==> src/rtl/cpu_pkg.sv <==
// Shared CPU datapath widths and register-index types.
// Used by the operand-fetch stage and its scoreboard.
package cpu_pkg;

  localparam int XLEN      = 32;
  localparam int REG_IDX_W = 5;
  localparam int NUM_REGS  = 32;

  typedef logic [REG_IDX_W-1:0] reg_idx_t;
  typedef logic [XLEN-1:0]      xlen_t;

endpackage

==> src/rtl/cpu_scoreboard.sv <==
// Busy bits for x1..x31 with writeback-aware lookups.
// Set beats clear on the same index; x0 is never busy.
module cpu_scoreboard
  import cpu_pkg::*;
(
  input  logic     clk_i,
  input  logic     rst_i,
  input  logic     set_en_i,
  input  reg_idx_t set_idx_i,
  input  logic     clr_en_i,
  input  reg_idx_t clr_idx_i,
  input  logic     fclr_en_i,
  input  reg_idx_t fclr_idx_i,
  input  reg_idx_t look_a_i,
  input  reg_idx_t look_b_i,
  input  reg_idx_t look_c_i,
  output logic     busy_a_o,
  output logic     busy_b_o,
  output logic     busy_c_o
);

  logic [NUM_REGS-1:0] busy_q, busy_d;

  // A register being written back this cycle is already free.
  function automatic logic eff(input reg_idx_t s);
    return busy_q[s] && !(clr_en_i && clr_idx_i == s);
  endfunction

  assign busy_a_o = eff(look_a_i);
  assign busy_b_o = eff(look_b_i);
  assign busy_c_o = eff(look_c_i);

  always_comb begin
    busy_d = busy_q;
    if (clr_en_i)
      busy_d[clr_idx_i] = 1'b0;
    if (fclr_en_i)
      busy_d[fclr_idx_i] = 1'b0;
    if (set_en_i)
      busy_d[set_idx_i] = 1'b1;
    busy_d[0] = 1'b0;
  end

  always_ff @(posedge clk_i) begin
    if (rst_i)
      busy_q <= '0;
    else
      busy_q <= busy_d;
  end

endmodule

==> src/rtl/cpu_operand_fetch.sv <==
// Operand fetch: regfile read, writeback bypass, hazard
// stall against the scoreboard and execute pipeline register.
module cpu_operand_fetch
  import cpu_pkg::*;
#(
  parameter int PAYLOAD_W   = 32,
  parameter int STALL_CNT_W = 32
) (
  input  logic                   i_clk,
  input  logic                   i_rst,
  input  logic                   i_dec_valid,
  output logic                   o_dec_ready,
  input  logic [4:0]             i_dec_rs1,
  input  logic [4:0]             i_dec_rs2,
  input  logic [4:0]             i_dec_rd,
  input  logic                   i_dec_rd_en,
  input  logic [PAYLOAD_W-1:0]   i_dec_payload,
  output logic [4:0]             o_rf_read_idx_a,
  input  logic [31:0]            i_rf_read_data_a,
  output logic [4:0]             o_rf_read_idx_b,
  input  logic [31:0]            i_rf_read_data_b,
  input  logic                   i_wb_en,
  input  logic [4:0]             i_wb_idx,
  input  logic [31:0]            i_wb_data,
  output logic                   o_ex_valid,
  input  logic                   i_ex_ready,
  output logic [31:0]            o_ex_op_a,
  output logic [31:0]            o_ex_op_b,
  output logic [4:0]             o_ex_rd,
  output logic                   o_ex_rd_en,
  output logic [PAYLOAD_W-1:0]   o_ex_payload,
  input  logic                   i_flush,
  output logic [STALL_CNT_W-1:0] o_stall_cnt
);

  logic                   valid_q, valid_d;
  xlen_t                  op_a_q, op_a_d;
  xlen_t                  op_b_q, op_b_d;
  reg_idx_t               rd_q, rd_d;
  logic                   rd_en_q, rd_en_d;
  logic [PAYLOAD_W-1:0]   pay_q, pay_d;
  logic [STALL_CNT_W-1:0] stall_q, stall_d;

  logic  be_a, be_b, be_rd;
  logic  hazard, accept;
  xlen_t op_a, op_b;

  function automatic xlen_t pick(input reg_idx_t s,
                                 input xlen_t rf);
    if (s == '0)
      return '0;
    else if (i_wb_en && i_wb_idx == s)
      return i_wb_data;
    else
      return rf;
  endfunction

  cpu_scoreboard u_sb (
    .clk_i      (i_clk),
    .rst_i      (i_rst),
    .set_en_i   (accept && i_dec_rd_en),
    .set_idx_i  (i_dec_rd),
    .clr_en_i   (i_wb_en),
    .clr_idx_i  (i_wb_idx),
    .fclr_en_i  (i_flush && valid_q && rd_en_q),
    .fclr_idx_i (rd_q),
    .look_a_i   (i_dec_rs1),
    .look_b_i   (i_dec_rs2),
    .look_c_i   (i_dec_rd),
    .busy_a_o   (be_a),
    .busy_b_o   (be_b),
    .busy_c_o   (be_rd)
  );

  assign o_rf_read_idx_a = i_dec_rs1;
  assign o_rf_read_idx_b = i_dec_rs2;
  assign op_a = pick(i_dec_rs1, i_rf_read_data_a);
  assign op_b = pick(i_dec_rs2, i_rf_read_data_b);

  // WAW also stalls: only one writer per register in flight.
  assign hazard = be_a || be_b || (i_dec_rd_en && be_rd);
  assign o_dec_ready = !hazard && !i_flush &&
                       (!valid_q || i_ex_ready);
  assign accept = i_dec_valid && o_dec_ready;

  always_comb begin
    valid_d = valid_q;
    op_a_d  = op_a_q;
    op_b_d  = op_b_q;
    rd_d    = rd_q;
    rd_en_d = rd_en_q;
    pay_d   = pay_q;
    stall_d = stall_q;
    if (accept) begin
      valid_d = 1'b1;
      op_a_d  = op_a;
      op_b_d  = op_b;
      rd_d    = i_dec_rd;
      rd_en_d = i_dec_rd_en;
      pay_d   = i_dec_payload;
    end else if (i_flush || i_ex_ready) begin
      valid_d = 1'b0;
    end
    if (i_dec_valid && hazard && !i_flush && stall_q != '1)
      stall_d = stall_q + 1'b1;
  end

  always_ff @(posedge i_clk) begin
    if (i_rst) begin
      valid_q <= 1'b0;
      op_a_q  <= '0;
      op_b_q  <= '0;
      rd_q    <= '0;
      rd_en_q <= 1'b0;
      pay_q   <= '0;
      stall_q <= '0;
    end else begin
      valid_q <= valid_d;
      op_a_q  <= op_a_d;
      op_b_q  <= op_b_d;
      rd_q    <= rd_d;
      rd_en_q <= rd_en_d;
      pay_q   <= pay_d;
      stall_q <= stall_d;
    end
  end

  assign o_ex_valid   = valid_q;
  assign o_ex_op_a    = op_a_q;
  assign o_ex_op_b    = op_b_q;
  assign o_ex_rd      = rd_q;
  assign o_ex_rd_en   = rd_en_q;
  assign o_ex_payload = pay_q;
  assign o_stall_cnt  = stall_q;

endmodule

==> config.mk <==
export PLATFORM = sky130hd
export DESIGN_NAME = cpu_operand_fetch
export DESIGN_NICKNAME = d
export VERILOG_FILES = /design/src/rtl/cpu_pkg.sv /design/src/rtl/cpu_scoreboard.sv /design/src/rtl/cpu_operand_fetch.sv
export SDC_FILE = /design/constraint.sdc
export NUM_CORES = 1
export LEC_CHECK = 0
export CORE_MARGIN = 5
export CORE_UTILIZATION = 41
export CTS_CLUSTER_DIAMETER = 150
export DETAILED_ROUTE_END_ITERATION = 8
export PLACE_DENSITY = 0.76
export SLEW_MARGIN = 20
export SYNTH_ARGS = -nofsm -noshare
export SYNTH_HDL_FRONTEND = slang
export SYNTH_SLANG_ARGS = --single-unit
==> constraint.sdc <==
create_clock -name i_clk -period 3.5 [get_ports i_clk]
set_input_delay 0.875 -clock i_clk [delete_from_list [all_inputs] [get_ports i_clk]]
set_output_delay 0.875 -clock i_clk [all_outputs]
set_load 0.02 [all_outputs]
==> metrics list, run 1 <==
* Run status: finished, violations left
* Violated checks: setup timing
- Crit share post-route: 103.7%
- Global router's overall resource usage: 25.42%
* Congestion Overflow GR: 0
* Max-slew violation count: 0
* Overall power after layout: between 4 and 5 mW
* Worst setup EP type: primary output
* Finished Layout Cells: 1,570
- Of all flip-flops after synthesis, the portion carrying an async set or reset was 0%.
- Number of synthesized register bits: between 150 and 200
- Shortest period the worst path allows: 3629 ps
* Fill cell total of the finished layout: around 1.7k
- The floorplan step defined a die boundary enclosing 24,040 sq um.
- Core footprint: approximately 21,000 sq um
- Antenna Diode Count: 0
* Sum of routed wire length over all layers: between 30 and 40 mm
- Counting every sink on the clock net gives 166.
- Worst EP required: approximately 2600 ps
* Proportion of layout cells with a drive suffix above 1: 18.84%
- Count of buffers from port buffering: 300
- Summed over its instances, the top area cell type makes up about 39% of the synthesized netlist area.
- Die span in x: between 150 and 200 um
* Most frequent standard cell in the layout excluding fill and tap cells: sky130_fd_sc_hd__clkdlybuf4s50_1
- Chip Height: about 160 um
- Crit path kind: input port to primary output
- In this run the worst hold path is classified as register to register.
- Wire length of the first global-routing pass: just under 50 mm
* Total vias in the final route: roughly 9k
* Final Wtd Congestion: slightly below 1
- Synthesis produced a netlist whose cell count is 943.
- The worst-case IR drop observed on VDD is ~0.36 mV.
* Number of design rule violations left after detail routing: 0
- The wire-length estimate of the detail-placed layout is between 20 and 25 mm.
* Post-synth design cell area: approximately 8600 sq um
* Clock input transition at the sequential cells of the worst setup and hold paths: roughly 60 ps
- H-tree lvl count: 4
- The final layout contains around 1.4k nets.
- Worst Setup Start Kind: input port
- Setup slack on the critical path of the routed design comes to -129.2 ps.
- Cells after DPL: between 1.5k and 2k
* Worst Min Path Start: o_ex_op_a[7]$_SDFFE_PP0P_
- Sequential cell area: roughly 3300 sq um
- Dividing total power by cell area gives a power density of roughly 350 nW/um^2.
- Average cell area after synthesis: 9.146 sq um
* Part of the Yosys area used for sequential elements: 38.53%
* Number of max-capacitance violations reported: 0
- In this run the worst path has a maximum fanout of 8.
* Setup TNS Final: -211.6 ps
- Antenna violations before repair: 0
* CTS tree: built
* Startpoint of the most critical register-to-register path: u_sb.busy_q[9]$_SDFF_PP0_
- Pre-CTS worst setup slack: -1100 ps
- Ranking of synthesized cells by area: sky130_fd_sc_hd__dfxtp_1 (39%), sky130_fd_sc_hd__mux2i_1 (14%), sky130_fd_sc_hd__o31ai_1 (6.4%), sky130_fd_sc_hd__nand3_1 (5.0%), sky130_fd_sc_hd__mux4_2 (3.1%)
* RSZ-0062 raised after global routing: yes
- Max transition margin: 49.01%
- In this run the static leakage power is between 4 and 5 nW.
- The hold violation count in the final report was 0.
- Counting flops with a built-in enable in the synthesized netlist gives 0.
- Commonest non-fill, non-tap cells in the layout: sky130_fd_sc_hd__clkdlybuf4s50_1 (279), sky130_fd_sc_hd__dfxtp_1 (166), sky130_fd_sc_hd__mux2i_1 (121)
* Root cell of the clock tree: sky130_fd_sc_hd__clkbuf_16
- Routed via count divided by cell count: roughly 5.8
- WL per Instance: between 20 and 25 um
- Post-DRT Antenna Nets: 0
* Largest area contributor in the synthesized netlist: sky130_fd_sc_hd__dfxtp_1
- For the worst setup path, the data arrival time is between 2000 and 3000 ps.
- Setup violations remaining at the end of the flow were counted as 5.
* Number of warnings printed during yosys synthesis: 0
- Largest net degree at the start of global routing: 67
- Number of hold buffers added after cts: 0
* DR iter-0 viols: a little over 800
- Drt first pass iters: 5
- Clock latency on the worst-skew pair, taken at its later pin, is 420 ps.
* Area Overhead vs Synth: 54.98%
- Distinct cell type count of the synthesized netlist: between 50 and 60
- When the netlist entered floorplanning its net count stood at between 1k and 1.5k.
- Number of global-route vias before repair: between 8k and 9k
- Count of pins on the block boundary: 301
* Max Fclk: 275.5 MHz
- Cts bufs inserted: 17
- Worst-margin pin slew: about 760 ps
- Footprint of the multi-input gates: 5027 sq um
- The most critical setup path has its startpoint at i_dec_rd[1].
- Starting utilization of the core area: 41.29%
* Clock tree buffer depth: 2
* Most used flip-flop cell after synthesis: sky130_fd_sc_hd__dfxtp_1
- Num rows: 53
* Post-route clock skew: approximately 15 ps
[synthesized netlist by cell type (2+ instances only)]
library cell,number
sky130_fd_sc_hd__xnor2_1,3
sky130_fd_sc_hd__nand2b_1,4
sky130_fd_sc_hd__dfxtp_1,166
sky130_fd_sc_hd__mux2_2,9
sky130_fd_sc_hd__xor2_1,18
sky130_fd_sc_hd__nor4_1,8
sky130_fd_sc_hd__o311a_1,3
sky130_fd_sc_hd__o22ai_1,4
sky130_fd_sc_hd__nand4_1,8
sky130_fd_sc_hd__or2_2,32
sky130_fd_sc_hd__o31ai_1,74
sky130_fd_sc_hd__a21oi_1,15
sky130_fd_sc_hd__or3_1,16
sky130_fd_sc_hd__clkbuf_1,62
sky130_fd_sc_hd__and3_1,9
sky130_fd_sc_hd__nor2b_1,13
sky130_fd_sc_hd__buf_2,10
sky130_fd_sc_hd__o41ai_1,2
sky130_fd_sc_hd__o2111ai_1,29
sky130_fd_sc_hd__nand3b_1,13
sky130_fd_sc_hd__a311oi_1,2
sky130_fd_sc_hd__mux4_2,12
sky130_fd_sc_hd__nand4b_1,2
sky130_fd_sc_hd__a31o_2,2
sky130_fd_sc_hd__nor3_1,9
sky130_fd_sc_hd__nand3_1,87
sky130_fd_sc_hd__o21ai_0,33
sky130_fd_sc_hd__and4_1,3
sky130_fd_sc_hd__inv_1,10
sky130_fd_sc_hd__a31oi_1,3
sky130_fd_sc_hd__nand2_1,31
sky130_fd_sc_hd__o221ai_1,3
sky130_fd_sc_hd__nor3_2,2
sky130_fd_sc_hd__o21ai_1,7
sky130_fd_sc_hd__o211ai_1,2
sky130_fd_sc_hd__buf_1,7
sky130_fd_sc_hd__or3b_2,6
sky130_fd_sc_hd__or4_1,6
sky130_fd_sc_hd__o311ai_0,2
sky130_fd_sc_hd__nor2_1,66
sky130_fd_sc_hd__buf_4,12
sky130_fd_sc_hd__mux2i_1,123
[critical path: stages]
cell and delay, ps:
sky130_fd_sc_hd__clkbuf_4 160, sky130_fd_sc_hd__buf_12 150, sky130_fd_sc_hd__mux2i_1 310, sky130_fd_sc_hd__o22ai_2 130, sky130_fd_sc_hd__o21ai_2 160, sky130_fd_sc_hd__o2111ai_2 120, sky130_fd_sc_hd__a221o_2 490, sky130_fd_sc_hd__nor3_4 210
sky130_fd_sc_hd__buf_6 150
[cell families (layout without fill, tap and decap cells)]
| logic type | after synthesis | in the layout | share of synthesized area, % |
|---|---|---|---|
| and+or+nand+nor | 319 | 319 | 19.70 |
| buffers and inverters | 101 | 453 | 5.063 |
| adders and majority gates | 1 | 1 | 0.1451 |
| xor gates and xnor gates | 21 | 21 | 2.133 |
| DFF | 166 | 166 | 38.53 |
| AOI/OAI and AO/OA | 191 | 191 | 15.84 |
| muxes | 144 | 144 | 18.58 |
[where the power goes]
| group | switching, mW | internal [mW] |
|---|---|---|
| logic | 0.397 | 0.431 |
| clock network | 0.887 | 1.02 |
| registers | 0.0334 | 1.94 |
| total | 1.32 | 3.39 |
[final cells by class]
cell class	instances	area share, %
Multi-Input combinational cell	676	37.61
Timing Repair Buffer	411	30.25
Clock buffer	18	3.211
Inverter	10	0.2902
Sequential cell	166	24.86
Tap cell	275	2.574
Clock inverter	14	1.198
[stage by stage]
stage	cell area, sq um	util, %	hold slack, ps
after CTS	13220	63.28	470.1
after global routing	13370	63.99	480.4
after detailed placement	12420	59.45	460.2
after floorplan	8646	-	470.0
final	13370	63.99	466.8
after global placement	12420	59.45	454.0
[registers in the layout, summed over array words and instances (netlist names)]
name,cells
o_ex_rd,5
o_stall_cnt,32
u_sb.busy_q,31
o_ex_rd_en,1
o_ex_payload,32
o_ex_op_b,32
o_ex_valid,1
o_ex_op_a,32
[final timing paths]
| kind | to | slack [ps] | depth (start not counted) |
|---|---|---|---|
| max | o_dec_ready | -130 | 9 |
| min | o_ex_op_a[7]$_SDFFE_PP0P_ | 470 | 2 |
| max reg2reg | u_sb.busy_q[16]$_SDFF_PP0_ | 190 | 11 |
| min reg2reg | o_ex_op_a[7]$_SDFFE_PP0P_ | 470 | 2 |
[routing by layer]
layer / vias to the layer above / part of all wire (%) / track usage [%]
met4: 0 / 3.6 / 8.537
met1: 4324 / 40 / 32.16
met3: 88 / 8.1 / 6.147
li1: 4203 / - / -
met2: 467 / 48 / 42.58
met5: - / 0 / 0
[what timing repair did]
item / 4_1_cts / 5_1_grt
cloned: 3 / 2
setup endpoints to repair: 154 / 85
pin swaps: 9 / 18
gates resized for setup: 48 / 58
setup buffers: 4 / 8
No activity file was read; power rests on OpenSTA's default activity.
==> run 2, diff against run 1 <==
- REMOVE_ABC_BUFFERS: unset -> 1
==> run 2 against run 1 <==
Net effect: maximum frequency grew 1.3%; cell count shrank 0.32%; non-clock buffer count shrank 5; setup slack gained 46 ps; power shrank 0.79%; sequential power is essentially flat; worst hold slack lost 2.2 ps; combinational power shrank 5.4%; clock power is essentially flat; the run still ends with setup timing left; first-iteration DRC count shrank 5.4%.
==> metrics list, run 2 (synthesis gave the netlist of run 1 again) <==
- Congestion Overflow GR: 0 (unchanged)
- Post-route clock skew: 15.18 ps (+0.1674 ps)
* Power density of the placed cells: 355.6 nW/um^2 (+0.91%)
- The maximum vdd drop came to 0.3225 mV (-12%).
* Max transition margin: 49.48% (+0.46 points)
* Final Wtd Congestion: 1.009 (+3.4%)
- The maximum level of the CTS H-tree was 4 (unchanged).
- Antenna violations before repair: 0 (unchanged)
- The share of cells above drive strength 1 was 18.37% (-0.47 points).
- Placed wire-length estimate: 22.56 mm (-3.1%)
* Sum of routed wire length over all layers: 31.14 mm (-4.8%)
- The total of max-cap violations was 0 (unchanged).
- Net switching fraction of the power: 26.14% (-1.8 points)
* Routed length on met1: 11.91 mm (-8.8%)
- Max Fclk: 279.1 MHz (+1.3%)
- Routed wire length on met2: 15.07 mm (-4.7%)
- Clock tree buffer depth: 2 (unchanged)
* DR iter-0 viols: 769 (-5.4%)
- Crit share post-route: 102.4% (-1.3 points)
* CTS tree: built
- Top layer reached by signal wires: met4
* Placed Area: 12,300 sq um (-0.96%)
- Clock Latency Late Sink: 430 ps (about the same)
- The least setup slack across all paths after layout came to -83.37 ps (+45.85 ps).
- The total via count in the routed design came to 8,900 (-2.0%).
* Worst Min Path Start: o_ex_op_a[21]$_SDFFE_PP0P_
- The leakage power was 4.581 nW (-3.0%).
- The total die area is 24,040 sq um (unchanged).
* Gate power share: 16.8% (-0.8 points)
- Worst EP required: 2620 ps (about the same)
- The count of buffers inserted at the top-level ports is 300 (unchanged).
* Post-DRT Antenna Nets: 0 (unchanged)
- The via count normalized by instance count came to 5.687 (-1.7%).
- The total DRC errors in the routed layout came to 0 (unchanged).
- STA classifies the critical path startpoint as an input port.
- Most frequent standard cell in the layout excluding fill and tap cells: sky130_fd_sc_hd__clkdlybuf4s50_1
- The worst register-to-register path begins at u_sb.busy_q[17]$_SDFF_PP0_.
* Chip Height: 155.0 um (unchanged)
- Fill cell total of the finished layout: 1,715 (+0.53%)
- The path class of the tightest hold or removal check is register to register.
- Switching Power: 1.221 mW (-7.3%)
* Num rows: 53 (unchanged)
* Count of pins on the block boundary: 301 (unchanged)
* Sinks on the clock net: 166 (unchanged)
- Layout Nets: 1,433 (-0.35%)
- The number of clock buffers inserted by TritonCTS came to 17 (unchanged).
* Drt first pass iters: 6 (+1)
- Crit path kind: input port to primary output
- Crit path DAT: 2710 ps (-40 ps)
- Max-slew violation count: 0 (unchanged)
* Met3 Wirelength: 2.788 mm (+5.0%)
* Critical Path Start: i_dec_rs2[0]
- Crit-path max FO: 5 (-3)
* Number of failing setup endpoints in the final timing report: 1 (-4)
* Violated checks: setup timing
* Final count of hold timing violations: 0 (unchanged)
* Die span in x: 155.0 um (unchanged)
- Global router's overall resource usage: 24.70% (-0.71 points)
* Largest net degree at the start of global routing: 126 (+88%)
- The share of total power in sequential cells is 42.2% (+0.4 points).
* Footprint of the multi-input gates: 5000 sq um (-0.55%)
- The final critical-path required period is 3583 ps (-45.85 ps).
- Post-Layout Inst Area: 13,140 sq um (-1.7%)
- Wire length of the first global-routing pass: 47.80 mm (-2.9%)
* Core footprint: 20,890 sq um (unchanged)
* RSZ-0062 raised after global routing: yes
- The depth of the worst hold-timing path came to 2 (unchanged).
- WL per Instance: 19.90 um (-4.5%)
- Starting utilization of the core area: 41.29% (unchanged)
- Sequential cell area: 3323 sq um (unchanged)
- The logic depth of the worst register-to-register path is 10 (-1).
- In the layout the commonest cells are sky130_fd_sc_hd__clkdlybuf4s50_1 (280), sky130_fd_sc_hd__dfxtp_1 (166), sky130_fd_sc_hd__mux2i_1 (121).
- The fraction of power consumed by the clock network came to 41.1% (+0.5 points).
* Clock input transition at the sequential cells of the worst setup and hold paths: 60 ps (about the same)
* Number of global-route vias before repair: 8,715 (-1.3%)
- The cell-internal power was 3.451 mW (+1.8%).
- The total inserted antenna cells is 0 (unchanged).
- Number of hold buffers added after cts: 0 (unchanged)
- The final-layout worst hold slack was 464.7 ps (-2.163 ps).
- Area Overhead vs Synth: 52.37%
- Run status: finished, violations left
* Worst-margin pin slew: 757.9 ps (-6.959 ps)
* Worst setup EP type: primary output
- The root buffer cell chosen for the clock tree is sky130_fd_sc_hd__clkbuf_16.
==> run 2: cell types whose count changed in the layout (fill, tap and decap cells not counted), moves of 3 or more <==
cell and delta:
sky130_fd_sc_hd__nor4_2 +3, sky130_fd_sc_hd__o21ai_2 -3, sky130_fd_sc_hd__buf_16 -3, sky130_fd_sc_hd__buf_4 +9
sky130_fd_sc_hd__dlymetal6s2s_1 -7, sky130_fd_sc_hd__clkbuf_2 +4, sky130_fd_sc_hd__inv_8 -3, sky130_fd_sc_hd__o31ai_1 +3
sky130_fd_sc_hd__buf_12 -5, sky130_fd_sc_hd__buf_6 -4
==> run 2: what timing repair did <==
action / in CTS / in global routing
resized for setup: 48 / 49
endpoints found under the hold margin: 0 / 0
gates cloned: 2 / 0
setup endpoints to repair: 155 / 103
pin swaps: 10 / 17
setup buffers: 9 / 6
==> run 2: through the flow <==
stage                     TNS, ps  util [%]  std cells  power (mW)  worst slack (ps)
after detailed placement  -109370     58.88       1517       2.766             -1096
final                      -83.37     62.91       1565       4.672            -83.37
after global placement    -103620     58.88       1517       2.756             -1075
after floorplan           -281130         -        852       2.282             -2801
after CTS                  -203.5     62.48       1560       4.689            -176.2
after global routing        -1505     62.91       1565       4.834            -203.3
==> run 2: power by group through the flow <==
stage	logic, mW	clock network, mW	registers (mW)
after floorplan	0.215	0	2.07
after global placement	0.747	0	2.01
after detailed placement	0.755	0	2.01
after CTS	0.769	1.95	1.97
after global routing	0.833	2.03	1.97
final	0.784	1.92	1.97
==> run 2: worst paths after layout <==
check,end,slack [ps]
max,o_dec_ready,-80
min reg2reg,o_ex_op_a[21]$_SDFFE_PP0P_,460
min,o_ex_op_a[21]$_SDFFE_PP0P_,460
max reg2reg,u_sb.busy_q[16]$_SDFF_PP0_,260
==> run 2: area by class of cell <==
cell class | count | share of cell area [%]
Clock buffer | 21 | 3.504
Clock inverter | 11 | 1.057
Inverter | 10 | 0.2952
Multi-Input combinational cell | 676 | 38.05
Sequential cell | 166 | 25.29
Tap cell | 275 | 2.618
Timing Repair Buffer | 406 | 29.19
==> run 2: per-layer routing <==
layer | vias up | track usage (%)
li1 | 4196 | -
met1 | 4181 | 28.82
met2 | 421 | 41.71
met3 | 102 | 7.705
met4 | 0 | 10.89
met5 | - | 0
==> run 2: critical path: stages <==
cell and delay [ps]:
sky130_fd_sc_hd__buf_4 140, sky130_fd_sc_hd__buf_6 120, sky130_fd_sc_hd__buf_4 140, sky130_fd_sc_hd__nor2b_1 210, sky130_fd_sc_hd__a22oi_1 120, sky130_fd_sc_hd__a311oi_1 230, sky130_fd_sc_hd__a311oi_1 80, sky130_fd_sc_hd__a221o_2 440
sky130_fd_sc_hd__nor3_2 160, sky130_fd_sc_hd__buf_4 160
